===== src/rtl/adc_sample_averager.sv =====
// Per-channel windowed averager for the modular-ADC response stream.
// Results leave through a single-entry valid/ready register; overflowing results are counted and dropped.
module adc_sample_averager #(
  parameter int unsigned NUM_CH      = 8,
  parameter int unsigned CH_BASE     = 1,
  parameter int unsigned LOG2_N      = 4,
  parameter int unsigned LOCK_CYCLES = 256
) (
  input  logic        clk_clk,
  input  logic        reset_reset_n,
  input  logic        pll_locked_export,
  input  logic        rsp_valid,
  input  logic [4:0]  rsp_channel,
  input  logic [11:0] rsp_data,
  output logic        avg_valid,
  input  logic        avg_ready,
  output logic [4:0]  avg_channel,
  output logic [11:0] avg_data,
  output logic        overrun,
  output logic [15:0] drop_count,
  output logic        running
);

  localparam int unsigned ACC_W  = 12 + LOG2_N;
  localparam int unsigned LOCK_W = $clog2(LOCK_CYCLES);

  typedef enum logic [1:0] {WAIT_LOCK, RUN, FLUSH} state_t;

  state_t state, state_nxt;

  logic [LOCK_W-1:0] lock_cnt;
  logic [ACC_W-1:0]  acc [NUM_CH];
  logic [LOG2_N-1:0] cnt [NUM_CH];

  logic              accept;
  logic [NUM_CH-1:0] slot_hit;
  logic [ACC_W-1:0]  sel_acc;
  logic [LOG2_N-1:0] sel_cnt;
  logic [ACC_W-1:0]  sum;
  logic              window_done;
  logic              load;
  logic              drop;
  logic              lock_done;

  assign lock_done = (lock_cnt == LOCK_W'(LOCK_CYCLES - 1));

  always_ff @(posedge clk_clk or negedge reset_reset_n) begin
    if (!reset_reset_n) state <= WAIT_LOCK;
    else                state <= state_nxt;
  end

  always_comb begin
    state_nxt = state;
    case (state)
      WAIT_LOCK: if (pll_locked_export && lock_done) state_nxt = RUN;
      RUN:       if (!pll_locked_export) state_nxt = FLUSH;
      FLUSH:     state_nxt = WAIT_LOCK;
      default:   state_nxt = WAIT_LOCK;
    endcase
  end

  always_comb begin
    running = (state == RUN);
  end

  always_ff @(posedge clk_clk or negedge reset_reset_n) begin
    if (!reset_reset_n) begin
      lock_cnt <= '0;
    end else if (state == FLUSH) begin
      lock_cnt <= '0;
    end else if (state == WAIT_LOCK) begin
      if (!pll_locked_export)  lock_cnt <= '0;
      else if (!lock_done)     lock_cnt <= lock_cnt + 1'b1;
    end
  end

  // Out-of-range channels simply never match a slot, so they leave no trace.
  assign accept = (state == RUN) && pll_locked_export && rsp_valid;

  always_comb begin
    slot_hit = '0;
    sel_acc  = '0;
    sel_cnt  = '0;
    for (int unsigned i = 0; i < NUM_CH; i++) begin
      slot_hit[i] = accept && ({1'b0, rsp_channel} == 6'(CH_BASE + i));
      if (slot_hit[i]) begin
        sel_acc = acc[i];
        sel_cnt = cnt[i];
      end
    end
  end

  assign sum         = sel_acc + ACC_W'(rsp_data);
  assign window_done = (|slot_hit) && (sel_cnt == '1);
  assign load        = window_done && (!avg_valid || avg_ready);
  assign drop        = window_done && avg_valid && !avg_ready;

  always_ff @(posedge clk_clk or negedge reset_reset_n) begin
    if (!reset_reset_n) begin
      for (int unsigned i = 0; i < NUM_CH; i++) begin
        acc[i] <= '0;
        cnt[i] <= '0;
      end
    end else if (state == FLUSH) begin
      for (int unsigned i = 0; i < NUM_CH; i++) begin
        acc[i] <= '0;
        cnt[i] <= '0;
      end
    end else begin
      for (int unsigned i = 0; i < NUM_CH; i++) begin
        if (slot_hit[i]) begin
          if (window_done) begin
            acc[i] <= '0;
            cnt[i] <= '0;
          end else begin
            acc[i] <= sum;
            cnt[i] <= cnt[i] + 1'b1;
          end
        end
      end
    end
  end

  // Output register is independent of the FSM so a held result survives FLUSH.
  always_ff @(posedge clk_clk or negedge reset_reset_n) begin
    if (!reset_reset_n) begin
      avg_valid   <= 1'b0;
      avg_channel <= '0;
      avg_data    <= '0;
    end else if (load) begin
      avg_valid   <= 1'b1;
      avg_channel <= rsp_channel;
      avg_data    <= sum[ACC_W-1:LOG2_N];
    end else if (avg_ready) begin
      avg_valid   <= 1'b0;
    end
  end

  always_ff @(posedge clk_clk or negedge reset_reset_n) begin
    if (!reset_reset_n) begin
      overrun    <= 1'b0;
      drop_count <= '0;
    end else if (drop) begin
      overrun <= 1'b1;
      if (drop_count != '1) drop_count <= drop_count + 1'b1;
    end
  end

endmodule


===== config.mk =====
export PLATFORM = sky130hd
export DESIGN_NAME = adc_sample_averager
export DESIGN_NICKNAME = d
export VERILOG_FILES = /design/src/rtl/adc_sample_averager.sv
export SDC_FILE = /design/constraint.sdc
export NUM_CORES = 1
export LEC_CHECK = 0
export ABC_AREA = 0
export BUFFER_PORTS_ARGS = -buffer_cell sky130_fd_sc_hd__buf_2
export CAP_MARGIN = 10
export CORE_UTILIZATION = 30
export CTS_CLUSTER_SIZE = 30
export DETAILED_ROUTE_END_ITERATION = 10
export HOLD_SLACK_MARGIN = 0.08
export PLACE_DENSITY_LB_ADDON = 0.08
export SLEW_MARGIN = 20
export SYNTH_ARGS = -nofsm -noshare
export SYNTH_HDL_FRONTEND = slang
export SYNTH_SLANG_ARGS = --single-unit

===== constraint.sdc =====
create_clock -name clk_clk -period 9.5 [get_ports clk_clk]
set_input_delay 1.9 -clock clk_clk [delete_from_list [all_inputs] [get_ports clk_clk]]
set_output_delay 1.9 -clock clk_clk [all_outputs]
set_load 0.01 [all_outputs]

==> run summary, run 1 <==
The flow ran to the end, and the final reports show no timing, DRC or antenna violations. Once layout is done, the placed cells without fillers occupy 11900 um2. Counting flops with an async set or reset pin after synthesis yields a share of 100%.

The per-instance average area after synthesis works out to 9.46 um2. Buffers placed on the I/O ports in this run total 57. The number of detailed-routing iterations run before antenna repair was 5.

Cell internal power was estimated by the tool at 1.46 mW. The logs give 52500 um for the wire length of the first global-routing pass and 0 for the number of hold violations in the final report. Synthesis produced a netlist with a net count of 1141. For this run, the leading register cell type out of synthesis is sky130_fd_sc_hd__dfrtp_1. On the critical path, the stage with the largest delay is an instance of sky130_fd_sc_hd__nor3_2.

The commonest cells after synthesis are sky130_fd_sc_hd__dfrtp_1 (205), sky130_fd_sc_hd__nand3_1 (162), sky130_fd_sc_hd__o21ai_0 (133), sky130_fd_sc_hd__nand2_1 (108), sky130_fd_sc_hd__clkbuf_1 (58). The run gives 0 as the initial antenna violation count. The run gives 0 as the number of diodes. The switching share of total power is 23.6%, and the clock edge transition at the registers on the reported setup and hold paths is 0.06 ns. The number of unique standard cell types used by synthesis is 76. Detailed routing inserted a total of 8570 vias. The antenna violation net count after detailed routing came out at 0. Count of yosys warnings during synthesis: 0. The logs give 1 for the count of H-tree levels built during CTS and 49.6% for the sequential share of the synthesized area.

The wire-length estimate of the detail-placed layout is 21800 um. The tools report the maximum root-to-sink buffer count as 3. In the routed design, unresolved DRC markers number 0.

The area growth from synthesis to layout is 15.3%. The run gives 0.452 mW as the switching power. The number of global-route vias before repair is 8409, and the power share of the sequential group is 45.7%. The clock network burns 50.8% of the power. Worst stage delay on the critical path: 0.65 ns. Counting the buffers created by CTS gives 26. The number of enable flip-flop cells after synthesis came out at 0.

For this configuration, the core starts out at a cell density of 30.7%. The setup slack after placement was 2.65 ns. The post-route worst setup slack was 3.19 ns. sky130_fd_sc_hd__dfrtp_1 is the most common cell in the netlist.

Across all register-to-register paths, the minimum setup slack is 4.29 ns. After clock tree synthesis, the repair step resized 0 gates. The number of placed I/O pins is 58. VDD sags by at most 0.0000933 V. The critical path contains buffers and inverters numbering 3 combined. After floorplanning, the core was sized to cover 33700 um2.

Setup fix buffers added after clock tree synthesis: 0. Summed over all failing endpoints, the final setup total negative slack is 0 ns. Setup violations remaining at the end of the flow were counted as 0. The tools report the total length of routed wires as 33500 um.

The leakage power figure was 5.42 nW. The tools report the endpoint kind of the worst setup timing path as a flip-flop. Path type of the worst min-delay path: flip-flop to flip-flop. The tools report the die area as 35200 um2. The kind of cell with the highest combined delay along the critical path is simple AND/OR/NAND/NOR gates.

By area the synthesized netlist is led by sky130_fd_sc_hd__dfrtp_1 (50%), sky130_fd_sc_hd__nand3_1 (7.8%), sky130_fd_sc_hd__o21ai_0 (6.4%). The logs give 35.4% for the share of the core filled with cells and 0 for the total congestion overflow after global routing. The post-cts hold buffer count was 0; the final net count was 1172. The synthesis-stage register bit count was 205.

The cell sitting at the root of the clock tree is a sky130_fd_sc_hd__clkbuf_16. TritonCTS built the clock tree. In this run the cell area measured after placement is 11100 um2. The number of max-slew violations in the final report came out at 0. Setup repair after global routing left no endpoint under its margin. The worst clock skew was 0.00918 ns.

At the end of routability-driven placement, the weighted congestion stood at 0.804. The biggest area contributor in the post-synthesis netlist is sky130_fd_sc_hd__dfrtp_1. Across every metal layer, demand over resource in global routing totals 19.2%. The height of the die was 188 um; the pin slew with the least headroom to its limit was 1.01 ns.

Summed over its instances, the top area cell type makes up 49.6% of the synthesized netlist area. For the pin count of the biggest net entering global routing, the log shows 76. The required time at the endpoint of the critical path is 9.88 ns, and the number of sinks handled by clock tree synthesis is 205. Walking the worst path, the cells encountered are buf_2 -> or3_1 -> nor3_2 -> buf_4 -> a22oi_1 -> nand3_1 -> o21ai_0 -> nand3_1 -> ha_1 -> inv_1 -> fa_1 -> nand2b_1 -> a21oi_1 -> o41ai_1 -> a31oi_1 -> nand4_1 -> xor2_1 -> o21ai_0. The power density over cell area was 161 nW/um2; the relative slew slack was 32.4%. In this run the cell area of the synthesized design comes to 10300 um2. Combinational cells account for 3.5% of the total power. The worst path needs 6.31 ns of the cycle, external delays included. The clock reaches the later pin of the worst-skew pair after 0.53 ns. After the first detailed-routing iteration, the DRC count stood at 648.

The largest fanout on the critical path was 19; the average vias per placed instance was 5.38. The highest achievable clock rate was 158 MHz. STA puts the critical path data arrival time at 6.69 ns. The tools report the number of placement rows as 67. The ratio of cells with drive above 1 in the final layout works out to 14.3%. The startpoint-to-endpoint class of the critical path was input pin to flip-flop. The final clock period utilization by the worst path is 66.4%. The tools report the max-capacitance violation count as 0.

STA classifies the critical path startpoint as an input pin. In the synthesized netlist, the number of instances is 1093. Dividing the detail-routed wire length by the instance count gives 21.0 um.

In this run the horizontal extent of the chip is 188 um.
[sequential cells by signal (all words and copies together) (netlist names)]
register,count
acc,128
cnt,32
drop_count,16
avg_data,12
lock_cnt,8
avg_channel,5
state,2
avg_valid,1
overrun,1
[metal layers]
layer	GRT usage (%)	wire length (um)	vias to the layer above
met1	28.8	16800	4267
met5	0	0	-
li1	-	-	4061
met4	4.69	555	0
met2	28.6	14500	203
met3	2.79	1600	39
[power groups by stage]
| stage | sequential (mW) | combinational [mW] | clock, mW |
|---|---|---|---|
| 2_1_floorplan | 0.891 | 0.0289 | 0 |
| 3_3_place_gp | 0.891 | 0.0682 | 0 |
| 3_5_place_dp | 0.891 | 0.0680 | 0 |
| 4_1_cts | 0.875 | 0.0681 | 1.00 |
| 5_1_grt | 0.875 | 0.0750 | 1.04 |
| 6_report | 0.875 | 0.0665 | 0.974 |
[layout by cell type (no fill, tap or decap), types with 4 or more instances in the layout]
master / n
sky130_fd_sc_hd__o22ai_1: 9
sky130_fd_sc_hd__clkbuf_16: 27
sky130_fd_sc_hd__inv_1: 9
sky130_fd_sc_hd__o21a_1: 4
sky130_fd_sc_hd__o21ai_0: 133
sky130_fd_sc_hd__a211oi_1: 4
sky130_fd_sc_hd__nand4_1: 18
sky130_fd_sc_hd__nor3b_1: 7
sky130_fd_sc_hd__or4_1: 6
sky130_fd_sc_hd__mux2i_1: 5
sky130_fd_sc_hd__a22oi_1: 25
sky130_fd_sc_hd__clkinv_2: 12
sky130_fd_sc_hd__nor3_2: 6
sky130_fd_sc_hd__dfrtp_1: 205
sky130_fd_sc_hd__nor2b_1: 7
sky130_fd_sc_hd__mux2_2: 13
sky130_fd_sc_hd__nand2_1: 107
sky130_fd_sc_hd__xor2_1: 24
sky130_fd_sc_hd__clkbuf_8: 4
sky130_fd_sc_hd__a221oi_1: 5
sky130_fd_sc_hd__and3_1: 5
sky130_fd_sc_hd__nand3_1: 162
sky130_fd_sc_hd__o31ai_1: 5
sky130_fd_sc_hd__xnor2_1: 12
sky130_fd_sc_hd__buf_4: 25
sky130_fd_sc_hd__a41oi_1: 5
sky130_fd_sc_hd__a221o_1: 6
sky130_fd_sc_hd__ha_1: 25
sky130_fd_sc_hd__or3_1: 15
sky130_fd_sc_hd__nor4_1: 5
sky130_fd_sc_hd__nand2b_1: 13
sky130_fd_sc_hd__nor3_1: 14
sky130_fd_sc_hd__o21ai_1: 12
sky130_fd_sc_hd__a21oi_1: 36
sky130_fd_sc_hd__nor2_1: 43
sky130_fd_sc_hd__buf_2: 56
sky130_fd_sc_hd__a31oi_1: 4
sky130_fd_sc_hd__a222oi_1: 5
[per-stage QoR]
stage                     power [mW]  hold slack, ns  cells
after detailed placement       0.959           0.447   1544
after global routing            1.99           0.498   1592
after CTS                       1.95           0.462   1592
after floorplan                0.920           0.451   1093
after global placement         0.959           0.449   1544
final                           1.92           0.461   1592
[final cells by class]
type | instances | area (um2)
timing repair buffer | 82 | 483
clock buffer | 33 | 738
tap | 448 | 561
sequential | 205 | 5130
clock inverter | 15 | 105
inverter | 9 | 33.8
fill | 3472 | 21800
multi-input combinational | 800 | 4860
[path summary, 6_finish.rpt]
check | start | cells after the start | end
setup / recovery | rsp_channel[2] | 18 | acc[62]
hold / removal | overrun | 1 | overrun
setup reg to reg | state[1] | 17 | acc[62]
hold reg to reg | overrun | 1 | overrun
max in group asynchronous | reset_reset_n | 2 | acc[10]
min in group asynchronous | reset_reset_n | 1 | overrun
[kinds of logic (layout without fill, tap and decap cells)]
| kind of cell | count (synthesis) | after routing | synth area share (%) |
|---|---|---|---|
| compound gates | 283 | 283 | 17.0 |
| xor+xnor | 37 | 37 | 3.21 |
| fa+ha+maj | 26 | 26 | 3.22 |
| buf+inv | 88 | 139 | 3.69 |
| flops | 205 | 205 | 49.6 |
| mux | 20 | 20 | 2.12 |
| simple gates | 434 | 434 | 21.1 |
(Power assumes the default switching activity.)
==> run 2: changes to the inputs <==
==> constraint.sdc (replaced) <==
create_clock -name clk_clk -period 5.5 [get_ports clk_clk]
set_input_delay 1.1 -clock clk_clk [delete_from_list [all_inputs] [get_ports clk_clk]]
set_output_delay 1.1 -clock clk_clk [all_outputs]
set_load 0.01 [all_outputs]
==> run summary, run 2 (synthesized netlist as in run 1, its figures left out) <==
Placeable core area: 33700 um2 (unchanged). The vias after detailed routing is 8620 (+0.58%), and the number of sinks handled by clock tree synthesis is 205 (unchanged). By startpoint and endpoint, the worst setup path is classified as input pin to flip-flop. For the met3 capacity usage during global routing, the log shows 3.31% (+0.52 points). The worst IR drop on VDD was 0.000187 V (+100%). The worst setup path is launched from an input pin. The worst clock skew is 0.00847 ns (-0.000706 ns).

The clock edge transition at the registers on the reported setup and hold paths came out at 0.06 ns (about the same). The run gives 28.3% (-0.52 points) as the met1 usage in global routing. The run gives 26 (unchanged) as the number of clock buffers inserted by TritonCTS. The logs give 0 ns (unchanged) for the setup total negative slack and 5.24 ns (-1.45 ns) for the endpoint arrival time on the critical path.

The run gives 1193 (+1.8%) as the final net count. The initial core utilization came out at 30.7% (unchanged). The min-delay analysis places its worst path in the category flip-flop to flip-flop. For the number of placed I/O pins, the log shows 58 (unchanged). The final non-filler cell total came out at 1611 (+1.2%). The logs give 3.36 mW (+75%) for the post-route total power and 0 (unchanged) for the number of hold violations in the final report. The run gives 0.54 ns (about the same) as the worst-skew pair later-pin latency. TritonCTS built the clock tree.

The share of the core filled with cells was 36.0% (+0.62 points); the number of diodes was 0 (unchanged). The run gives 0 (unchanged) as the antenna violation net count after detailed routing. The number of detailed-routing iterations run before antenna repair was 5 (unchanged); the height of the die was 188 um (unchanged). The post-DP HPWL is 21600 um (-0.88%), and the largest fanout on the critical path is 17 (-2).

The run gives 0 (unchanged) as the final number of setup-violating endpoints. The run gives 36.0% (+3.6 points) as the relative slew slack. The pin slew with the least headroom to its limit is 0.960 ns (-0.0542 ns), and the worst stage delay on the critical path is 0.49 ns (-0.16 ns). The die width came out at 188 um (unchanged).

The worst setup path is captured at a flip-flop. The post-cts hold buffer count is 0 (unchanged), and the met2 layer usage reported by global route is 28.3% (-0.28 points). The ratio of cells with drive above 1 in the final layout was 15.3% (+0.97 points). Setup repair after global routing left no endpoint under its margin. Compared with the post-synthesis result, the final layout area differs by 17.3%. Violation count after the first detailed-route iteration: 576 (-11%). Based on the critical path, the design can be clocked at up to 210 MHz.

Most used routing layer in global routing: met1. The run finished with clean final reports. After layout, the worst path uses 86.7% of the clock period. The worst path needs 4.77 ns of the cycle, external delays included. The overall fraction of global-route tracks in use is 18.9% (-0.28 points). Tracing the worst setup path back leads to its startpoint at rsp_channel[4]. The number of port buffers came out at 57 (unchanged). The tree is rooted in a sky130_fd_sc_hd__clkbuf_16. The number of placement rows was 67 (unchanged). The worst hold path begins at overrun.

Required time at the endpoint of the critical path: 5.97 ns (-3.91 ns). The average vias per placed instance was 5.35 (-0.60%). The critical path's slowest cell is sky130_fd_sc_hd__or4_1. The largest registers in the layout are acc: 128 flops, cnt: 32 flops, drop_count: 16 flops. The number of flip-flops under the largest register name is 128 (unchanged), and the die area is 35200 um2 (unchanged). The wire length per cell works out to 20.5 um (-2.7%). The signal on the critical path passes through buf_2 -> buf_4 -> or3_1 -> nor3_2 -> buf_4 -> a22oi_1 -> a32oi_1 -> a221o_1 -> ha_1 -> inv_1 -> nor2_1 -> a221o_1 -> o221a_2 -> o2111a_1 -> or4_1 -> nand3_1. The tools report the maximum root-to-sink buffer count as 3 (unchanged). The tools report the total length of routed wires as 33000 um (-1.5%). The residual DRC count is 0 (unchanged), and the setup fix buffers added after clock tree synthesis is 0 (unchanged). The leakage power figure was 5.54 nW (+2.1%); the pin count of the biggest net entering global routing was 114 (+50%). For the number of max-slew violations in the final report, the log shows 0 (unchanged).

The tools report the wire length of the first global-routing pass as 52000 um (-0.88%). Launching point of the worst reg2reg path: state[1]. The logs give 0 (unchanged) for the max-capacitance violation count and 0 (unchanged) for the count of instances resized after the clock tree is built. The number of global-route vias before repair came out at 8429 (+0.24%). The count of H-tree levels built during CTS was 1 (unchanged). The cell count after placement was 1565 (+1.4%); the total congestion overflow after global routing was 0 (unchanged).

The initial antenna violation count was 0 (unchanged). For the placer's final routability congestion estimate, the log shows 0.793 (-1.4%). The top register by number of flip-flops was acc. Leaving out fill and tap cells, the most frequent cell in the layout is sky130_fd_sc_hd__dfrtp_1. The power density over cell area is 277 nW/um2 (+72%). The top cell types in the final layout, fill and taps aside, are sky130_fd_sc_hd__dfrtp_1 (205), sky130_fd_sc_hd__nand3_1 (162), sky130_fd_sc_hd__o21ai_0 (133).
## run 2: per-stage QoR
step | hold slack [ns] | area, um2 | setup WS (ns)
5_1_grt | 0.499 | 12100 | 0.531
3_3_place_gp | 0.453 | 11300 | 0.280
4_1_cts | 0.464 | 12100 | 0.789
3_5_place_dp | 0.450 | 11300 | 0.240
6_report | 0.462 | 12100 | 0.730
2_1_floorplan | 0.451 | 10300 | 0.778
## run 2: cell type report
type | count | area, um2
Clock inverter | 9 | 100
Timing Repair Buffer | 103 | 678
Tap cell | 448 | 561
Clock buffer | 37 | 763
Inverter | 9 | 33.8
Fill cell | 3489 | 21600
Multi-Input combinational cell | 800 | 4860
Sequential cell | 205 | 5130
## run 2: per-layer routing
metal	share of wire (%)	wire (um)	vias to the layer above
li1	-	-	4109
met3	4.8	1570	33
met2	43	14300	186
met5	0	0	-
met4	1.2	408	0
met1	51	16700	4292
## run 2: worst max-delay path: cells and delay by family
kind | cells | cell delay, ns
AO/OA/AOI/OAI | 6 | 1.89
AND/OR/NAND/NOR | 5 | 1.28
buffers and inverters | 4 | 0.68
adder cells (fa/ha/maj) | 1 | 0.26
## run 2: final timing paths
check / to / slack (ns) / depth (start not counted)
max: acc[31] / 0.73 / 16
min: overrun / 0.46 / 1
max reg2reg: acc[31] / 1.02 / 14
min reg2reg: overrun / 0.46 / 1
max in group asynchronous: acc[26] / 3.82 / 2
min in group asynchronous: overrun / 0.60 / 1
## run 2: report_power, final
group	internal, mW	total (mW)	switching, mW
registers	1.51	1.51	0.00187
clock network	1.05	1.73	0.680
logic	0.0315	0.119	0.0878
==> run 3: changes to the inputs <==
--- a/config.mk
+++ b/config.mk
@@ -5,8 +5,8 @@
 export SDC_FILE = /design/constraint.sdc
 export NUM_CORES = 1
 export LEC_CHECK = 0
-export ABC_AREA = 0
-export BUFFER_PORTS_ARGS = -buffer_cell sky130_fd_sc_hd__buf_2
+export ABC_AREA = 1
+export BUFFER_PORTS_ARGS = -buffer_cell sky130_fd_sc_hd__buf_4
 export CAP_MARGIN = 10
 export CORE_UTILIZATION = 30
 export CTS_CLUSTER_SIZE = 30
==> constraint.sdc (replaced) <==
create_clock -name clk_clk -period 4.37 [get_ports clk_clk]
set_input_delay 0.874 -clock clk_clk [delete_from_list [all_inputs] [get_ports clk_clk]]
set_output_delay 0.874 -clock clk_clk [all_outputs]
set_load 0.01 [all_outputs]
==> run summary, run 3 <==
The flow ran to the end, and the final reports show no timing, DRC or antenna violations. The tools report the number of clock buffers inserted by TritonCTS as 26 (unchanged). The number of port buffers is 57 (unchanged), and the residual DRC count is 0 (unchanged).

The tools report the worst IR drop on VDD as 0.000333 V (+78%). The master cell of the clock root buffer was sky130_fd_sc_hd__clkbuf_16. Setup repair after global routing left no endpoint under its margin.

The run gives 32200 um (-2.5%) as the total length of routed wires. The share of synthesized registers carrying an async set or reset is 100% (unchanged). The relative slew slack is 42.2% (+6.2 points).

The antenna violation net count after detailed routing is 0 (unchanged). The ratio of cells with drive above 1 in the final layout works out to 19.1% (+3.8 points). The largest fanout on the critical path came out at 8 (-9).

The tools report the number of unique standard cell types used by synthesis as 47 (-38%). The run gives 6.37 nW (+15%) as the leakage power figure. Initial core utilization: 30.7% (about the same). The sequential share of the synthesized area came out at 51.1% (+1.5 points).

Yosys attributes the largest share of cell area to sky130_fd_sc_hd__dfrtp_1 (51%), sky130_fd_sc_hd__nand2_1 (14%), sky130_fd_sc_hd__o21ai_0 (7.6%). The height of the die was 185 um (-1.4%); the number of hold violations in the final report was 0 (unchanged). The post-route worst setup slack was 0.376 ns (-0.354 ns); the worst clock skew was 0.0134 ns (+0.00488 ns). The wire length per cell works out to 17.7 um (-14%). More flip-flops sit in one register than any other, and that register is acc. Met1 usage in global routing: 28.8% (+0.47 points). The clock edge transition at the registers on the reported setup and hold paths works out to 0.06 ns (about the same). Yosys instantiated no cell more often than sky130_fd_sc_hd__nand2_1.

Number of flip-flops under the largest register name: 128 (unchanged). The average vias per placed instance came out at 4.76 (-11%). The library cell used most frequently in the layout, excluding fill and tap cells, is sky130_fd_sc_hd__nand2_1.

The logs give 19.7% (+0.78 points) for the overall fraction of global-route tracks in use and 0 (unchanged) for the number of diodes. The synthesis-to-finish area growth is 26.2%, and the number of sinks handled by clock tree synthesis is 205 (unchanged). The synthesized cell area is 10000 um2 (-2.9%). The run gives 29.7% (+1.4 points) as the met2 layer usage reported by global route. After global routing, the most crowded layer is met2.

The run gives 0 (unchanged) as the max-capacitance violation count. The startpoint-to-endpoint class of the critical path is input pin to flip-flop. The count of yosys warnings during synthesis is 0 (unchanged). The die area is 34200 um2 (-2.8%), and the met3 capacity usage during global routing is 2.79% (-0.52 points). The placeable core area was 32700 um2 (-3.0%); the final net count was 1404 (+18%). The required time at the endpoint of the critical path is 4.83 ns (-1.14 ns).

The die width was 185 um (-1.4%). Kind of start point of the critical path: an input pin. The synthesis-stage register bit count was 205 (unchanged). The placer's final routability congestion estimate was 0.849 (+7.1%); the area of combinational cells with multiple inputs was 4420 um2 (-9.1%). The pin count of the biggest net entering global routing is 72 (-37%), and the final number of setup-violating endpoints is 0 (unchanged). The synthesized instance count is 1204 (+10%), and the endpoint arrival time on the critical path is 4.45 ns (-0.79 ns).

The run gives 0.55 ns (about the same) as the worst-skew pair later-pin latency. The pin slew with the least headroom to its limit was 0.865 ns (-0.0946 ns); the number of detailed-routing iterations run before antenna repair was 5 (unchanged). The number of placement rows is 66 (-1.5%).

The per-instance average area after synthesis works out to 8.34 um2 (-12%). TritonCTS built the clock tree. The count of H-tree levels built during CTS was 1 (unchanged). The top cell type by total area after synthesis was sky130_fd_sc_hd__dfrtp_1. The final-layout fill cell count came out at 3395 (-2.7%).

The path class of the tightest hold or removal check is input pin to async pin. The run gives 0 (unchanged) as the initial antenna violation count. STA classifies the critical path endpoint as a flip-flop. The tools report the maximum root-to-sink buffer count as 3 (unchanged). The number of nets in the synthesized netlist is 1252 (+9.7%). The number of enable flip-flop cells after synthesis is 0 (unchanged). For the finished layout, the period the worst path requires is 3.99 ns.

The placed instance area was 11700 um2 (+4.0%). The total congestion overflow after global routing was 0 (unchanged). The setup slack after placement was -0.644 ns (-0.884 ns). The post-DP HPWL was 22800 um (+5.3%). The largest registers in the layout are acc: 128 flops, cnt: 32 flops, drop_count: 16 flops.

The most used flip-flop cell after synthesis is sky130_fd_sc_hd__dfrtp_1. Derived from the worst setup path, the maximum achievable clock frequency is 250 MHz. The power density over cell area was 348 nW/um2 (+25%). The vias after detailed routing was 8654 (+0.39%).

The wire length of the first global-routing pass is 50800 um (-2.4%), and the violation count after the first detailed-route iteration is 533 (-7.5%). Number of global-route vias before repair: 8592 (+1.9%). The register area is 5130 um2 (unchanged), and the depth of the most critical reg-to-reg path is 25 (+11). The tools report the setup fix buffers added after clock tree synthesis as 0 (unchanged). The top cell types in the final layout, fill and taps aside, are sky130_fd_sc_hd__nand2_1 (376), sky130_fd_sc_hd__dfrtp_1 (205), sky130_fd_sc_hd__buf_4 (170). The final clock period utilization by the worst path is 91.4%. The final instance area was 12700 um2 (+4.5%); the portion of synthesized cell area occupied by the leading cell type was 51.1% (+1.5 points). The commonest cells after synthesis are sky130_fd_sc_hd__nand2_1 (378), sky130_fd_sc_hd__dfrtp_1 (205), sky130_fd_sc_hd__o21ai_0 (153), sky130_fd_sc_hd__inv_1 (92), sky130_fd_sc_hd__nor2_1 (56).

The logs give 0 (unchanged) for the number of max-slew violations in the final report and 58 (unchanged) for the number of placed I/O pins.
-- run 3: critical path, stage by stage --
cell and delay (ns):
sky130_fd_sc_hd__buf_4 0.12, sky130_fd_sc_hd__inv_1 0.09, sky130_fd_sc_hd__nand2_1 0.06, sky130_fd_sc_hd__inv_1 0.17, sky130_fd_sc_hd__nand4_1 0.17, sky130_fd_sc_hd__nor2_4 0.24
sky130_fd_sc_hd__buf_4 0.17, sky130_fd_sc_hd__buf_4 0.17, sky130_fd_sc_hd__a21boi_0 0.10, sky130_fd_sc_hd__a21boi_0 0.13, sky130_fd_sc_hd__buf_4 0.15, sky130_fd_sc_hd__fa_1 0.43
sky130_fd_sc_hd__o21ai_0 0.19, sky130_fd_sc_hd__buf_4 0.16, sky130_fd_sc_hd__a21oi_2 0.07, sky130_fd_sc_hd__o21ai_2 0.15, sky130_fd_sc_hd__a21oi_2 0.09, sky130_fd_sc_hd__o21ai_1 0.16
sky130_fd_sc_hd__buf_4 0.16, sky130_fd_sc_hd__nand3_1 0.08, sky130_fd_sc_hd__nand2_1 0.07, sky130_fd_sc_hd__nand2_1 0.09, sky130_fd_sc_hd__nor2_2 0.08, sky130_fd_sc_hd__buf_4 0.16
sky130_fd_sc_hd__nand2_1 0.05, sky130_fd_sc_hd__o21ai_0 0.06
-- run 3: worst paths after layout --
| path | from | to | slack [ns] |
|---|---|---|---|
| min in group clk_clk | avg_channel[4] | avg_channel[4] | 0.47 |
| max in group asynchronous | reset_reset_n | acc[63] | 3.07 |
| worst min-delay path | reset_reset_n | cnt[22] | 0.31 |
| worst max-delay path | rsp_channel[1] | acc[14] | 0.38 |
| worst min register to register | avg_channel[4] | avg_channel[4] | 0.47 |
| worst max register to register | state[1] | acc[14] | 0.41 |
-- run 3: logic make-up after synthesis --
group,share of synthesized area [%]
buffers and inverters,5.57
muxes,0.112
adders and majority gates,3.32
AOI/OAI and AO/OA,13.2
DFF,51.1
xor gates and xnor gates,3.14
and+or+nand+nor,23.6
-- run 3: power by group --
group / leakage [nW] / internal, mW / switching [mW]
clock network: 0.454 / 1.42 / 0.852
registers: 2.80 / 1.94 / 0.0222
logic: 3.12 / 0.0631 / 0.114
total: 6.37 / 3.42 / 0.989
-- run 3: per-stage QoR --
stage          TNS, ns  std cells  utilization, %  power, mW  hold slack (ns)
6_report             0       1817            38.7       4.40            0.307
3_5_place_dp    -25.25       1770            35.8       2.17            0.457
2_1_floorplan        0       1204               -       2.06            0.446
5_1_grt              0       1817            38.7       4.57            0.342
4_1_cts              0       1817            38.6       4.47            0.327
3_3_place_gp    -31.26       1770            35.8       2.17            0.451
-- run 3: area by class of cell --
class / count / share of cell area (%)
Clock buffer: 38 / 6.21
Clock inverter: 9 / 0.948
Inverter: 94 / 2.78
Multi-Input combinational cell: 857 / 34.9
Sequential cell: 205 / 40.5
Tap cell: 442 / 4.36
Timing Repair Buffer: 172 / 10.3
-- run 3: what timing repair did --
item	in CTS	in global routing
resized for setup	2	17
endpoints found under the setup margin	24	35
pin swaps	0	1
gates cloned	0	0
hold endpoints to repair	0	0
hold buffers	0	0
-- run 3: per-layer routing --
| layer | routed length (um) | up-vias |
|---|---|---|
| met2 | 13900 | 183 |
| met4 | 937 | 0 |
| met3 | 1190 | 53 |
| met5 | 0 | - |
| met1 | 16200 | 4151 |
| li1 | - | 4267 |
